--- src/rtl/rr_budget_pkg.sv ---
// -----------------------------------------------------------------------------
// rr_budget_pkg
// Shared types and width helpers for the round-robin budget arbiter.
//   state_t : arbiter FSM state (IDLE, GRANT)
//   cw()    : counter/index width for a value range, never below one bit
// -----------------------------------------------------------------------------
package rr_budget_pkg;

    typedef enum logic {
        IDLE  = 1'b0,
        GRANT = 1'b1
    } state_t;

    // Width needed to index n distinct values; a single value still gets one bit
    function automatic int cw(input int n);
        return (n > 1) ? $clog2(n) : 1;
    endfunction

endpackage

--- src/rtl/rr_pick.sv ---
// -----------------------------------------------------------------------------
// rr_pick
// Combinational rotating-priority picker: selects the first set bit of
// eligible at or after position ptr, wrapping modulo N.
// Ports:
//   eligible  in  N   candidate requesters
//   ptr       in  PW  highest-priority position
//   onehot    out N   one-hot winner (all zero when nothing eligible)
//   idx       out PW  winner index (0 when nothing eligible)
//   any       out 1   at least one candidate
// -----------------------------------------------------------------------------
module rr_pick
    import rr_budget_pkg::*;
#(
    parameter int N  = 2,
    parameter int PW = 1
) (
    input  logic [N-1:0]  eligible,
    input  logic [PW-1:0] ptr,
    output logic [N-1:0]  onehot,
    output logic [PW-1:0] idx,
    output logic          any
);

    logic [PW-1:0] w_pos;
    logic [PW-1:0] w_idx;

    // Scan offsets from farthest to nearest so the nearest eligible position wins
    always_comb begin
        w_pos = '0;
        w_idx = '0;
        for (int k = N - 1; k >= 0; k--) begin
            w_pos = PW'((int'(ptr) + k) % N);
            w_idx = eligible[w_pos] ? w_pos : w_idx;
        end
    end

    assign any    = |eligible;
    assign idx    = w_idx;
    assign onehot = any ? (N'(1'b1) << w_idx) : '0;

endmodule

--- src/rtl/rr_budget_arbiter.sv ---
// -----------------------------------------------------------------------------
// rr_budget_arbiter
// Shares one responder among N requesters: round-robin grant, per-requester
// grant budget reloaded every WINDOW cycles, sticky error on starvation or on
// a done pulse with no transaction outstanding.
// Ports:
//   clk      in   1  clock, posedge
//   rst      in   1  synchronous active-high reset
//   req      in   N  level requests, may drop at any time
//   done     in   1  responder finished current transaction (pulse)
//   grant    out  N  registered one-hot grant, zero when idle
//   busy     out  1  registered, high while in GRANT
//   error    out  1  sticky error flag, cleared only by rst
//   _rt_get  out  1  combinational OR of req
// -----------------------------------------------------------------------------
module rr_budget_arbiter
    import rr_budget_pkg::*;
#(
    parameter int N        = 2,
    parameter int BUDGET   = 3,
    parameter int WINDOW   = 8,
    parameter int MAX_WAIT = 6
) (
    input  logic         clk,
    input  logic         rst,
    input  logic [N-1:0] req,
    input  logic         done,
    output logic [N-1:0] grant,
    output logic         busy,
    output logic         error,
    output logic         _rt_get
);

    localparam int PW = cw(N);
    localparam int BW = cw(BUDGET + 1);
    localparam int WW = cw(MAX_WAIT + 1);
    localparam int CW = cw(WINDOW);

    state_t        r_state;
    state_t        w_state_nxt;
    logic [N-1:0]  r_grant;
    logic [N-1:0]  w_grant_nxt;
    logic          r_busy;
    logic          r_error;
    logic [PW-1:0] r_ptr;
    logic [PW-1:0] w_ptr_nxt;
    logic [PW-1:0] r_winner;
    logic [PW-1:0] w_winner_nxt;
    logic          w_take;
    logic [CW-1:0] r_win_cnt;
    logic          w_win_last;
    logic [BW-1:0] r_budget [N];
    logic [WW-1:0] r_wait   [N];
    logic [N-1:0]  w_eligible;
    logic [N-1:0]  w_onehot;
    logic [PW-1:0] w_idx;
    logic          w_any;
    logic          w_starve;

    // A requester is eligible only while it still has budget in this window
    always_comb begin
        w_eligible = '0;
        for (int i = 0; i < N; i++) begin
            w_eligible[i] = req[i] && (r_budget[i] != '0);
        end
    end

    rr_pick #(.N(N), .PW(PW)) u_pick (
        .eligible (w_eligible),
        .ptr      (r_ptr),
        .onehot   (w_onehot),
        .idx      (w_idx),
        .any      (w_any)
    );

    // FSM next state, grant vector, priority pointer and budget-consume strobe
    always_comb begin
        w_state_nxt  = r_state;
        w_grant_nxt  = r_grant;
        w_ptr_nxt    = r_ptr;
        w_winner_nxt = r_winner;
        w_take       = 1'b0;
        case (r_state)
            IDLE: begin
                if (w_any) begin
                    w_state_nxt  = GRANT;
                    w_grant_nxt  = w_onehot;
                    w_winner_nxt = w_idx;
                end else begin
                    w_grant_nxt  = '0;
                end
            end
            GRANT: begin
                // Grant is frozen until done, whatever req does meanwhile
                if (done) begin
                    w_state_nxt = IDLE;
                    w_grant_nxt = '0;
                    w_ptr_nxt   = (r_winner == PW'(N - 1)) ? '0 : r_winner + PW'(1);
                    w_take      = 1'b1;
                end else begin
                    w_state_nxt = GRANT;
                end
            end
            default: begin
                w_state_nxt = IDLE;
                w_grant_nxt = '0;
            end
        endcase
    end

    // FSM state, grant, busy, pointer and current winner registers
    always_ff @(posedge clk) begin
        if (rst) begin
            r_state  <= IDLE;
            r_grant  <= '0;
            r_busy   <= 1'b0;
            r_ptr    <= '0;
            r_winner <= '0;
        end else begin
            r_state  <= w_state_nxt;
            r_grant  <= w_grant_nxt;
            r_busy   <= (w_state_nxt == GRANT);
            r_ptr    <= w_ptr_nxt;
            r_winner <= w_winner_nxt;
        end
    end

    assign w_win_last = (r_win_cnt == CW'(WINDOW - 1));

    // Free-running window counter
    always_ff @(posedge clk) begin
        if (rst) begin
            r_win_cnt <= '0;
        end else if (w_win_last) begin
            r_win_cnt <= '0;
        end else begin
            r_win_cnt <= r_win_cnt + CW'(1);
        end
    end

    // Budgets: window reload takes priority over a same-cycle decrement
    always_ff @(posedge clk) begin
        for (int i = 0; i < N; i++) begin
            if (rst) begin
                r_budget[i] <= BW'(BUDGET);
            end else if (w_win_last) begin
                r_budget[i] <= BW'(BUDGET);
            end else if (w_take && (r_winner == PW'(i)) && (r_budget[i] != '0)) begin
                r_budget[i] <= r_budget[i] - BW'(1);
            end else begin
                r_budget[i] <= r_budget[i];
            end
        end
    end

    // Wait counters: count pending-but-ungranted cycles, saturating at MAX_WAIT
    always_ff @(posedge clk) begin
        for (int i = 0; i < N; i++) begin
            if (rst) begin
                r_wait[i] <= '0;
            end else if (!req[i] || r_grant[i]) begin
                r_wait[i] <= '0;
            end else if (r_wait[i] != WW'(MAX_WAIT)) begin
                r_wait[i] <= r_wait[i] + WW'(1);
            end else begin
                r_wait[i] <= r_wait[i];
            end
        end
    end

    // Any requester that has waited the full limit is starving
    always_comb begin
        w_starve = 1'b0;
        for (int i = 0; i < N; i++) begin
            w_starve = w_starve | (r_wait[i] == WW'(MAX_WAIT));
        end
    end

    // Sticky error: starvation, or done with no transaction outstanding
    always_ff @(posedge clk) begin
        if (rst) begin
            r_error <= 1'b0;
        end else if (((r_state == IDLE) && done) || w_starve) begin
            r_error <= 1'b1;
        end else begin
            r_error <= r_error;
        end
    end

    assign grant   = r_grant;
    assign busy    = r_busy;
    assign error   = r_error;
    assign _rt_get = |req;

endmodule

--- config.mk ---
export PLATFORM = sky130hd
export DESIGN_NAME = rr_budget_arbiter
export DESIGN_NICKNAME = d
export VERILOG_FILES = /design/src/rtl/rr_budget_pkg.sv /design/src/rtl/rr_pick.sv /design/src/rtl/rr_budget_arbiter.sv
export SDC_FILE = /design/constraint.sdc
export NUM_CORES = 1
export LEC_CHECK = 0
export BUFFER_PORTS_ARGS = -buffer_cell sky130_fd_sc_hd__buf_4
export CORE_UTILIZATION = 50
export CTS_CLUSTER_SIZE = 25
export DETAILED_ROUTE_END_ITERATION = 6
export GPL_ROUTABILITY_DRIVEN = 0
export PLACE_DENSITY_LB_ADDON = 0.25
export REMOVE_ABC_BUFFERS = 1
export SETUP_SLACK_MARGIN = 0.15
export SYNTH_ARGS = -nofsm -noshare
export SYNTH_HDL_FRONTEND = slang
export SYNTH_SLANG_ARGS = --single-unit
--- constraint.sdc ---
create_clock -name clk -period 4.38 [get_ports clk]
set_clock_uncertainty 0.05 [all_clocks]
set_input_delay 1.314 -clock clk [delete_from_list [all_inputs] [get_ports clk]]
set_output_delay 1.314 -clock clk [all_outputs]
set_load 0.01 [all_outputs]
==> flow_metrics.py, run 1 <==
metrics = {
    "layout": {
        "finalCoreUtilization_pct": 61.13,
        "finish.instance_area_um2": 1079,
        "diodes": 0,
        "post_route_cells_drive_above_1_share_pct": 19.59,
        "nNetsFinal": 111,
        "fin_cells": 122,
        "area_growth_pct": 12.09,
    },
    "clock_tree": {
        "clk_pin_slew_ns": 0.11,
        "post-cts-setup-buffer-count": 0,
        "insertion_delay_ns": 0.29,
        "cts_tree": "done",
        "clock-sinks": 19,
        "clock_path_buffers": 2,
        "ctsResizeCount": 0,
        "cts-root-buf": "clkbuf_4",
        "htree_levels": 1,
        "hold_buffers": 0,
        "numCtsBuffers": 3,
    },
    "sta": {
        "finalCriticalPeriod_ns": 3.225,
        "rsz0062_at_grt": "no",
        "tightest_slew_ns": 0.4159,
        "setup_viol": 0,
        "finalHoldViolCount": 0,
        "slew_headroom_pct": 72.23,
        "fin_crit_sh_pct": 73.62,
        "drv_slew": 0,
        "tns_ns": 0,
        "clock.fmax_ghz": 0.3101,
    },
    "detailed_routing": {
        "drt_pass1_iterations": 4,
        "highest_layer": "met4",
        "drcViolationCount": 0,
        "dr_wl_met2_um": 715,
        "totalWireLength_mm": 1.511,
        "routedWlPerCell_um": 12.39,
        "ant_nets": 0,
        "wl_met1_um": 751,
        "vias_per_cell": 5.287,
        "drt-initial-drc-count": 11,
        "dr_wl_met3_um": 26,
        "vias": 645,
    },
    "die": {
        "die_area_um2": 2104,
        "die_w_um": 45.87,
        "num_rows": 15,
        "start_util_pct": 54.54,
        "dieHeight_um": 45.87,
        "coreArea_um2": 1764,
        "num_io_pins": 10,
    },
    "setup_path": {
        "slowest_stage": "or2_2",
        "crit_type": "in2out",
        "start_kind": "input port",
        "crit_chain": "buf_4, or2_2, buf_4",
        "r2r_setup_slack_ns": 2.86,
        "critPathMaxStageDelay_ns": 0.28,
        "worstPathArrival_ns": 1.86,
        "cp_data_required_time_ns": 3.02,
        "crit_path_end_kind": "primary output",
        "worstPathMaxFanout": 5,
        "cp_common_cell": "buf_4",
    },
    "power_and_ir_drop": {
        "p_per_area_nw_per_um2": 301.6,
        "p_leak_nw": 0.4502,
        "p_seq_share_pct": 62.4,
        "max-vdd-ir-drop_mv": 0.2448,
        "clock_power_share_pct": 26.5,
        "p_comb_share_pct": 11.1,
        "switching_power_uw": 76.50,
        "p_int_uw": 248.8,
        "switching_share_pct": 23.51,
        "p_total_uw": 325.3,
    },
    "outcome": {
        "status": "complete, no violations",
    },
    "global_route": {
        "grt_pass1_wl_mm": 2.539,
        "antenna_found_initial": 0,
        "track_usage_pct": 16.98,
        "grt_pass1_vias": 590,
        "grt_overflow": 0,
        "grt_start_max_net_pins": 16,
    },
    "place": {
        "dp.final_hpwl_mm": 1.164,
        "io_buffers": 9,
        "dp_cells": 118,
        "dpl_cell_area_um2": 1051,
    },
    "synthesis": {
        "yosysUniqueCellTypes": 30,
        "synthCells": 86,
        "synth_area_um2": 962.2,
        "synth_seq_cells": 19,
        "seq_area_frac_synth_pct": 49.93,
        "ys.warnings.count": 0,
        "syn_avg_cell_area_um2": 11.19,
    },
    "worst_hold_path": {
        "hold_class": "reg2reg",
    },
    "job": {
        "cap_violations": 0,
    },
}
==> worst paths after layout <==
| path | to | from | cells after the start |
|---|---|---|---|
| max reg2reg | r_budget[0][0] | r_win_cnt[0] | 4 |
| max | _rt_get | req[1] | 3 |
| min | r_win_cnt[0] | r_win_cnt[0] | 1 |
| min reg2reg | r_win_cnt[0] | r_win_cnt[0] | 1 |
==> metrics by stage <==
stage                     hold WS [ns]  worst slack [ns]
after global placement          0.3742             1.162
after floorplan                 0.3530             1.396
after global routing            0.4281             1.136
final                           0.3917             1.155
after detailed placement        0.3705             1.153
after CTS                       0.3932             1.153
==> critical path, delay by kind of cell <==
kind / cells / cell delay, ns
and+or+nand+nor: 1 / 0.28
buffers and inverters: 2 / 0.26
==> flip-flops by register name, summed over array words and instances, names as in the netlist <==
signal     cells
busy           1
error          1
grant          2
r_budget       4
r_ptr          1
r_wait         6
r_win_cnt      3
r_winner       1
==> cell usage in the layout (no fill, tap or decap), types with 4 or more instances in the layout <==
cell type,Yosys,final
edfxtp_1,10,10
dfxtp_1,9,9
buf_4,0,9
inv_1,8,8
ha_1,8,8
nor3b_1,6,6
nand3_1,4,4
a21oi_1,4,4
==> cells by family (layout without fill, tap and decap cells) <==
| group | count (synthesis) | in the layout | share of synthesized area (%) |
|---|---|---|---|
| and+or+nand+nor | 37 | 37 | 26.14 |
| DFF | 19 | 19 | 49.93 |
| buffers and inverters | 10 | 21 | 4.161 |
| AOI/OAI and AO/OA | 12 | 12 | 9.363 |
| adders and majority gates | 8 | 8 | 10.40 |
==> cell usage after synthesis <==
cell | number | area (µm²)
edfxtp_1 | 10 | 300.3
dfxtp_1 | 9 | 180.2
ha_1 | 8 | 100.1
inv_1 | 8 | 30.03
nor3b_1 | 6 | 45.04
a21oi_1 | 4 | 20.02
nand3_1 | 4 | 20.02
nand2b_1 | 3 | 18.77
nor2_1 | 3 | 11.26
nor2b_1 | 3 | 18.77
a311o_1 | 2 | 20.02
and2_1 | 2 | 12.51
buf_2 | 2 | 10.01
nand2_1 | 2 | 7.510
nand3b_1 | 2 | 15.01
or2_1 | 2 | 12.51
or3b_1 | 2 | 17.52
or3b_2 | 2 | 17.52
a21bo_2 | 1 | 10.01
a31o_2 | 1 | 8.760
a41oi_1 | 1 | 8.760
and4bb_2 | 1 | 12.51
nor3_1 | 1 | 5.000
nor4bb_1 | 1 | 10.01
o21ai_1 | 1 | 5.000
o31a_1 | 1 | 8.760
o32ai_1 | 1 | 8.760
or2_2 | 1 | 6.260
or4b_1 | 1 | 10.01
or4bb_1 | 1 | 11.26
==> routing by layer <==
| layer | vias up | track usage (%) |
|---|---|---|
| met4 | 0 | 6.471 |
| li1 | 336 | - |
| met3 | 4 | 5.159 |
| met1 | 301 | 21.95 |
| met5 | - | 0 |
| met2 | 4 | 26.48 |
==> cell type report <==
class / count / area, µm²
clock buffer: 3 / 22.52
clock inverter: 1 / 5.005
fill: 156 / 685.7
inverter: 8 / 30.03
multi-input combinational: 57 / 441.7
sequential: 19 / 480.5
tap: 25 / 31.28
timing repair buffer: 9 / 67.56
==> power groups by stage <==
stage | combinational (mW) | clock, mW | sequential [mW]
finish | 0.0360 | 0.0862 | 0.203
global route | 0.0402 | 0.0982 | 0.204
CTS | 0.0364 | 0.0908 | 0.203
detailed placement | 0.0363 | 0 | 0.207
global placement | 0.0351 | 0 | 0.207
floorplan | 0.0205 | 0 | 0.206
Note: power is estimated with default switching activity, not from simulation.
==> run 2: changes to the inputs <==
- clock period: 4.38 -> 3.19 ns (I/O delays scaled with it)
==> flow_metrics.py, run 2 (synthesized netlist as in run 1, its figures left out) <==
metrics = {
    "outcome": {
        "status": "complete, no violations",
    },
    "layout": {
        "biggestRegsByFlops": "r_wait: 6 flops, r_budget: 4 flops, r_win_cnt: 3 flops",
        "top_register": "r_wait",
        "post_route_cells_drive_above_1_share_pct": 19.59,
        "nNetsFinal": 111,
        "largest_register_ffs": 6,
        "area_growth_pct": 12.09,
        "diodes": 0,
        "final_common_cell": "edfxtp_1",
        "final_cell_mix": "edfxtp_1, dfxtp_1, buf_4",
    },
    "detailed_routing": {
        "ant_nets": 0,
        "vias": 668,
        "drt-initial-drc-count": 11,
        "vias_per_cell": 5.475,
        "totalWireLength_mm": 1.514,
        "drt_pass1_iterations": 4,
        "drcViolationCount": 0,
        "routedWlPerCell_um": 12.41,
    },
    "global_route": {
        "track_usage_pct": 16.64,
        "antenna_found_initial": 0,
        "grt_pass1_vias": 611,
        "grt_start_max_net_pins": 16,
        "grt_pass1_wl_mm": 2.449,
        "grt_overflow": 0,
    },
    "clock_tree": {
        "ctsResizeCount": 0,
        "cts-root-buf": "clkbuf_4",
        "post-cts-setup-buffer-count": 0,
        "htree_levels": 1,
        "hold_buffers": 0,
        "clock-sinks": 19,
        "cts_tree": "done",
        "numCtsBuffers": 3,
        "clock_path_buffers": 2,
        "clk_pin_slew_ns": 0.11,
        "insertion_delay_ns": 0.30,
    },
    "power_and_ir_drop": {
        "p_seq_share_pct": 62.3,
        "switching_power_uw": 105.7,
        "p_per_area_nw_per_um2": 414.8,
        "max-vdd-ir-drop_mv": 0.2357,
        "switching_share_pct": 23.63,
        "clock_power_share_pct": 26.7,
        "p_int_uw": 341.6,
        "p_leak_nw": 0.4502,
        "p_comb_share_pct": 11.0,
    },
    "sta": {
        "hold_slack_ns": 0.3925,
        "setup_viol": 0,
        "tightest_slew_ns": 0.3952,
        "clock.fmax_ghz": 0.3985,
        "fin_crit_sh_pct": 78.66,
        "finalCriticalPeriod_ns": 2.509,
        "rsz0062_at_grt": "no",
        "finalHoldViolCount": 0,
        "slew_headroom_pct": 73.62,
        "tns_ns": 0,
        "drv_slew": 0,
    },
    "die": {
        "num_rows": 15,
        "coreArea_um2": 1764,
        "die_area_um2": 2104,
        "dieHeight_um": 45.87,
        "num_io_pins": 10,
        "start_util_pct": 54.54,
        "die_w_um": 45.87,
    },
    "place": {
        "io_buffers": 9,
        "dp.final_hpwl_mm": 1.148,
    },
    "setup_path": {
        "worstPathMaxFanout": 5,
        "crit_type": "in2out",
        "r2r_setup_slack_ns": 1.67,
        "worstPathArrival_ns": 1.50,
        "crit_path_end_kind": "primary output",
        "cp_data_required_time_ns": 2.18,
        "start_kind": "input port",
    },
    "worst_hold_path": {
        "hold_class": "reg2reg",
    },
    "job": {
        "cap_violations": 0,
    },
}
run 2: cell counts in the layout (fill, tap and decap cells not counted):
No cell type changed its count.
run 2: per-layer routing:
metal  wire [µm]  GRT usage, %
met1         690         19.95
met4          37         10.00
met5           0             0
met3          32         2.381
met2         753         27.89
run 2: power groups by stage:
| stage | logic (mW) | registers, mW | clock network (mW) |
|---|---|---|---|
| after CTS | 0.0499 | 0.279 | 0.127 |
| after global routing | 0.0555 | 0.280 | 0.131 |
| after detailed placement | 0.0500 | 0.284 | 0 |
| after floorplan | 0.0281 | 0.283 | 0 |
| after global placement | 0.0481 | 0.284 | 0 |
| final | 0.0493 | 0.279 | 0.120 |
run 2: path summary, 6_finish.rpt:
path / cells after the start / from / endpoint
setup / recovery: 3 / req[1] / _rt_get
hold / removal: 1 / r_win_cnt[0] / r_win_cnt[0]
setup reg to reg: 4 / r_budget[1][0] / r_winner
hold reg to reg: 1 / r_win_cnt[0] / r_win_cnt[0]
run 2: final cells by class:
cell class,instances,area (µm²)
clock inverter,1,5.005
clock buffer,3,22.52
multi-input combinational,57,441.7
timing repair buffer,9,67.56
sequential,19,480.5
fill,164,685.7
inverter,8,30.03
tap,25,31.28
run 2: worst max-delay path, cell delays in order:
cell	delay, ns
buf_4	0.12
or2_2	0.28
buf_4	0.14
run 2: metrics by stage:
step / cells / total power, mW / setup slack (ns) / utilization [%] / instance area (µm²)
after global placement: 118 / 0.3320 / 0.6842 / 59.57 / 1051
after floorplan: 84 / 0.3114 / 0.9204 / - / 952.2
after detailed placement: 118 / 0.3342 / 0.6787 / 59.57 / 1051
final: 122 / 0.4473 / 0.6807 / 61.13 / 1079
after CTS: 122 / 0.4560 / 0.6787 / 61.13 / 1079
after global routing: 122 / 0.4673 / 0.6679 / 61.13 / 1079
==> run 3: changes to the inputs <==
- clock period: 3.19 -> 2.63 ns (I/O delays scaled with it)
==> flow_metrics.py, run 3 (synthesized netlist as in run 1, its figures left out) <==
metrics = {
    "layout": {
        "final_cell_mix": "edfxtp_1, dfxtp_1, buf_4",
        "largest_register_ffs": 6,
        "post_route_cells_drive_above_1_share_pct": 18.56,
        "area_growth_pct": 11.96,
        "diodes": 0,
        "fillers": 164,
        "final_common_cell": "edfxtp_1",
        "finalCoreUtilization_pct": 61.06,
        "fin_cells": 122,
        "biggestRegsByFlops": "r_wait: 6 flops, r_budget: 4 flops, r_win_cnt: 3 flops",
        "top_register": "r_wait",
        "nNetsFinal": 111,
    },
    "global_route": {
        "grt_start_max_net_pins": 16,
        "grt_pass1_wl_mm": 2.704,
        "track_usage_pct": 18.83,
        "grt_overflow": 0,
        "grt_pass1_vias": 654,
        "antenna_found_initial": 0,
    },
    "setup_path": {
        "critPathMaxStageDelay_ns": 0.28,
        "worst_r2r_path_depth": 4,
        "worstPathArrival_ns": 1.34,
        "worstPathMaxFanout": 5,
        "crit_path_end_kind": "primary output",
        "r2r_setup_slack_ns": 1.13,
        "crit_type": "in2out",
        "crit_chain": "buf_4, or2_2, buf_4",
        "cp_common_cell": "buf_4",
        "slowest_stage": "or2_2",
        "start_kind": "input port",
        "cp_data_required_time_ns": 1.79,
    },
    "die": {
        "die_area_um2": 2104,
        "die_w_um": 45.87,
        "coreArea_um2": 1764,
        "dieHeight_um": 45.87,
        "num_rows": 15,
        "num_io_pins": 10,
        "start_util_pct": 54.54,
    },
    "sta": {
        "clock.fmax_ghz": 0.4596,
        "setup_viol": 0,
        "slew_headroom_pct": 72.56,
        "rsz0062_at_grt": "no",
        "tns_ns": 0,
        "finalHoldViolCount": 0,
        "fin_crit_sh_pct": 82.72,
        "drv_slew": 0,
        "tightest_slew_ns": 0.4110,
        "finalCriticalPeriod_ns": 2.176,
    },
    "detailed_routing": {
        "routedWlPerCell_um": 12.75,
        "ant_nets": 0,
        "drt-initial-drc-count": 4,
        "drcViolationCount": 0,
        "drt_pass1_iterations": 4,
        "totalWireLength_mm": 1.555,
        "vias_per_cell": 5.328,
        "vias": 650,
    },
    "clock_tree": {
        "insertion_delay_ns": 0.29,
        "clock-sinks": 19,
        "ctsResizeCount": 0,
        "numCtsBuffers": 3,
        "clock_path_buffers": 2,
        "cts-root-buf": "clkbuf_4",
        "post-cts-setup-buffer-count": 0,
        "htree_levels": 1,
        "hold_buffers": 0,
        "clk_pin_slew_ns": 0.10,
        "cts_tree": "done",
    },
    "job": {
        "cap_violations": 0,
    },
    "place": {
        "dp_cells": 118,
        "dp.final_hpwl_mm": 1.201,
        "io_buffers": 9,
    },
    "worst_hold_path": {
        "hold_depth": 1,
        "hold_class": "reg2reg",
    },
    "power_and_ir_drop": {
        "p_leak_nw": 0.4475,
        "p_per_area_nw_per_um2": 503.0,
        "max-vdd-ir-drop_mv": 0.3305,
    },
    "outcome": {
        "status": "complete, no violations",
    },
}
-- run 3: changes by cell type in the layout (fill, tap and decap cells not counted), sizes merged --
cell	previous run	this run
clkbuf	3	4
clkinv	1	0
-- run 3: path summary, 6_finish.rpt --
| kind | start | endpoint |
|---|---|---|
| worst min-delay path | r_win_cnt[0] | r_win_cnt[0] |
| worst max register to register | r_win_cnt[0] | r_budget[1][0] |
| worst min register to register | r_win_cnt[0] | r_win_cnt[0] |
| worst max-delay path | req[1] | _rt_get |
-- run 3: stage by stage --
| step | power [mW] | hold slack, ns | instance area (µm²) | setup WS (ns) |
|---|---|---|---|---|
| after global placement | 0.4027 | 0.3734 | 1051 | 0.4602 |
| final | 0.5419 | 0.3872 | 1077 | 0.4544 |
| after floorplan | 0.3777 | 0.3530 | 952.2 | 0.6964 |
| after CTS | 0.5494 | 0.3933 | 1077 | 0.4543 |
| after global routing | 0.5671 | 0.4163 | 1077 | 0.4388 |
| after detailed placement | 0.4056 | 0.3784 | 1051 | 0.4543 |
-- run 3: cell type report --
cell class | instances | area [µm²] | share of cell area, %
Clock buffer | 4 | 26.28 | 2.439
Inverter | 8 | 30.03 | 2.787
Multi-Input combinational cell | 57 | 441.7 | 41.00
Sequential cell | 19 | 480.5 | 44.60
Tap cell | 25 | 31.28 | 2.904
Timing Repair Buffer | 9 | 67.56 | 6.272
-- run 3: metal layers --
metal | GRT usage, % | vias to the layer above | wire length (µm)
met1 | 22.31 | 305 | 708
li1 | - | 335 | -
met2 | 31.55 | 6 | 782
met4 | 12.35 | 0 | 38
met5 | 0 | - | 0
met3 | 2.381 | 4 | 25
-- run 3: where the power goes --
group | total, mW | internal (mW) | switching (mW)
Sequential | 0.338 | 0.326 | 0.0121
Clock | 0.144 | 0.0591 | 0.0849
Combinational | 0.0601 | 0.0320 | 0.0281
-- run 3: critical path: cells and delay by family --
kind / cells / cell delay [ns]
simple gates: 1 / 0.28
buf+inv: 2 / 0.26
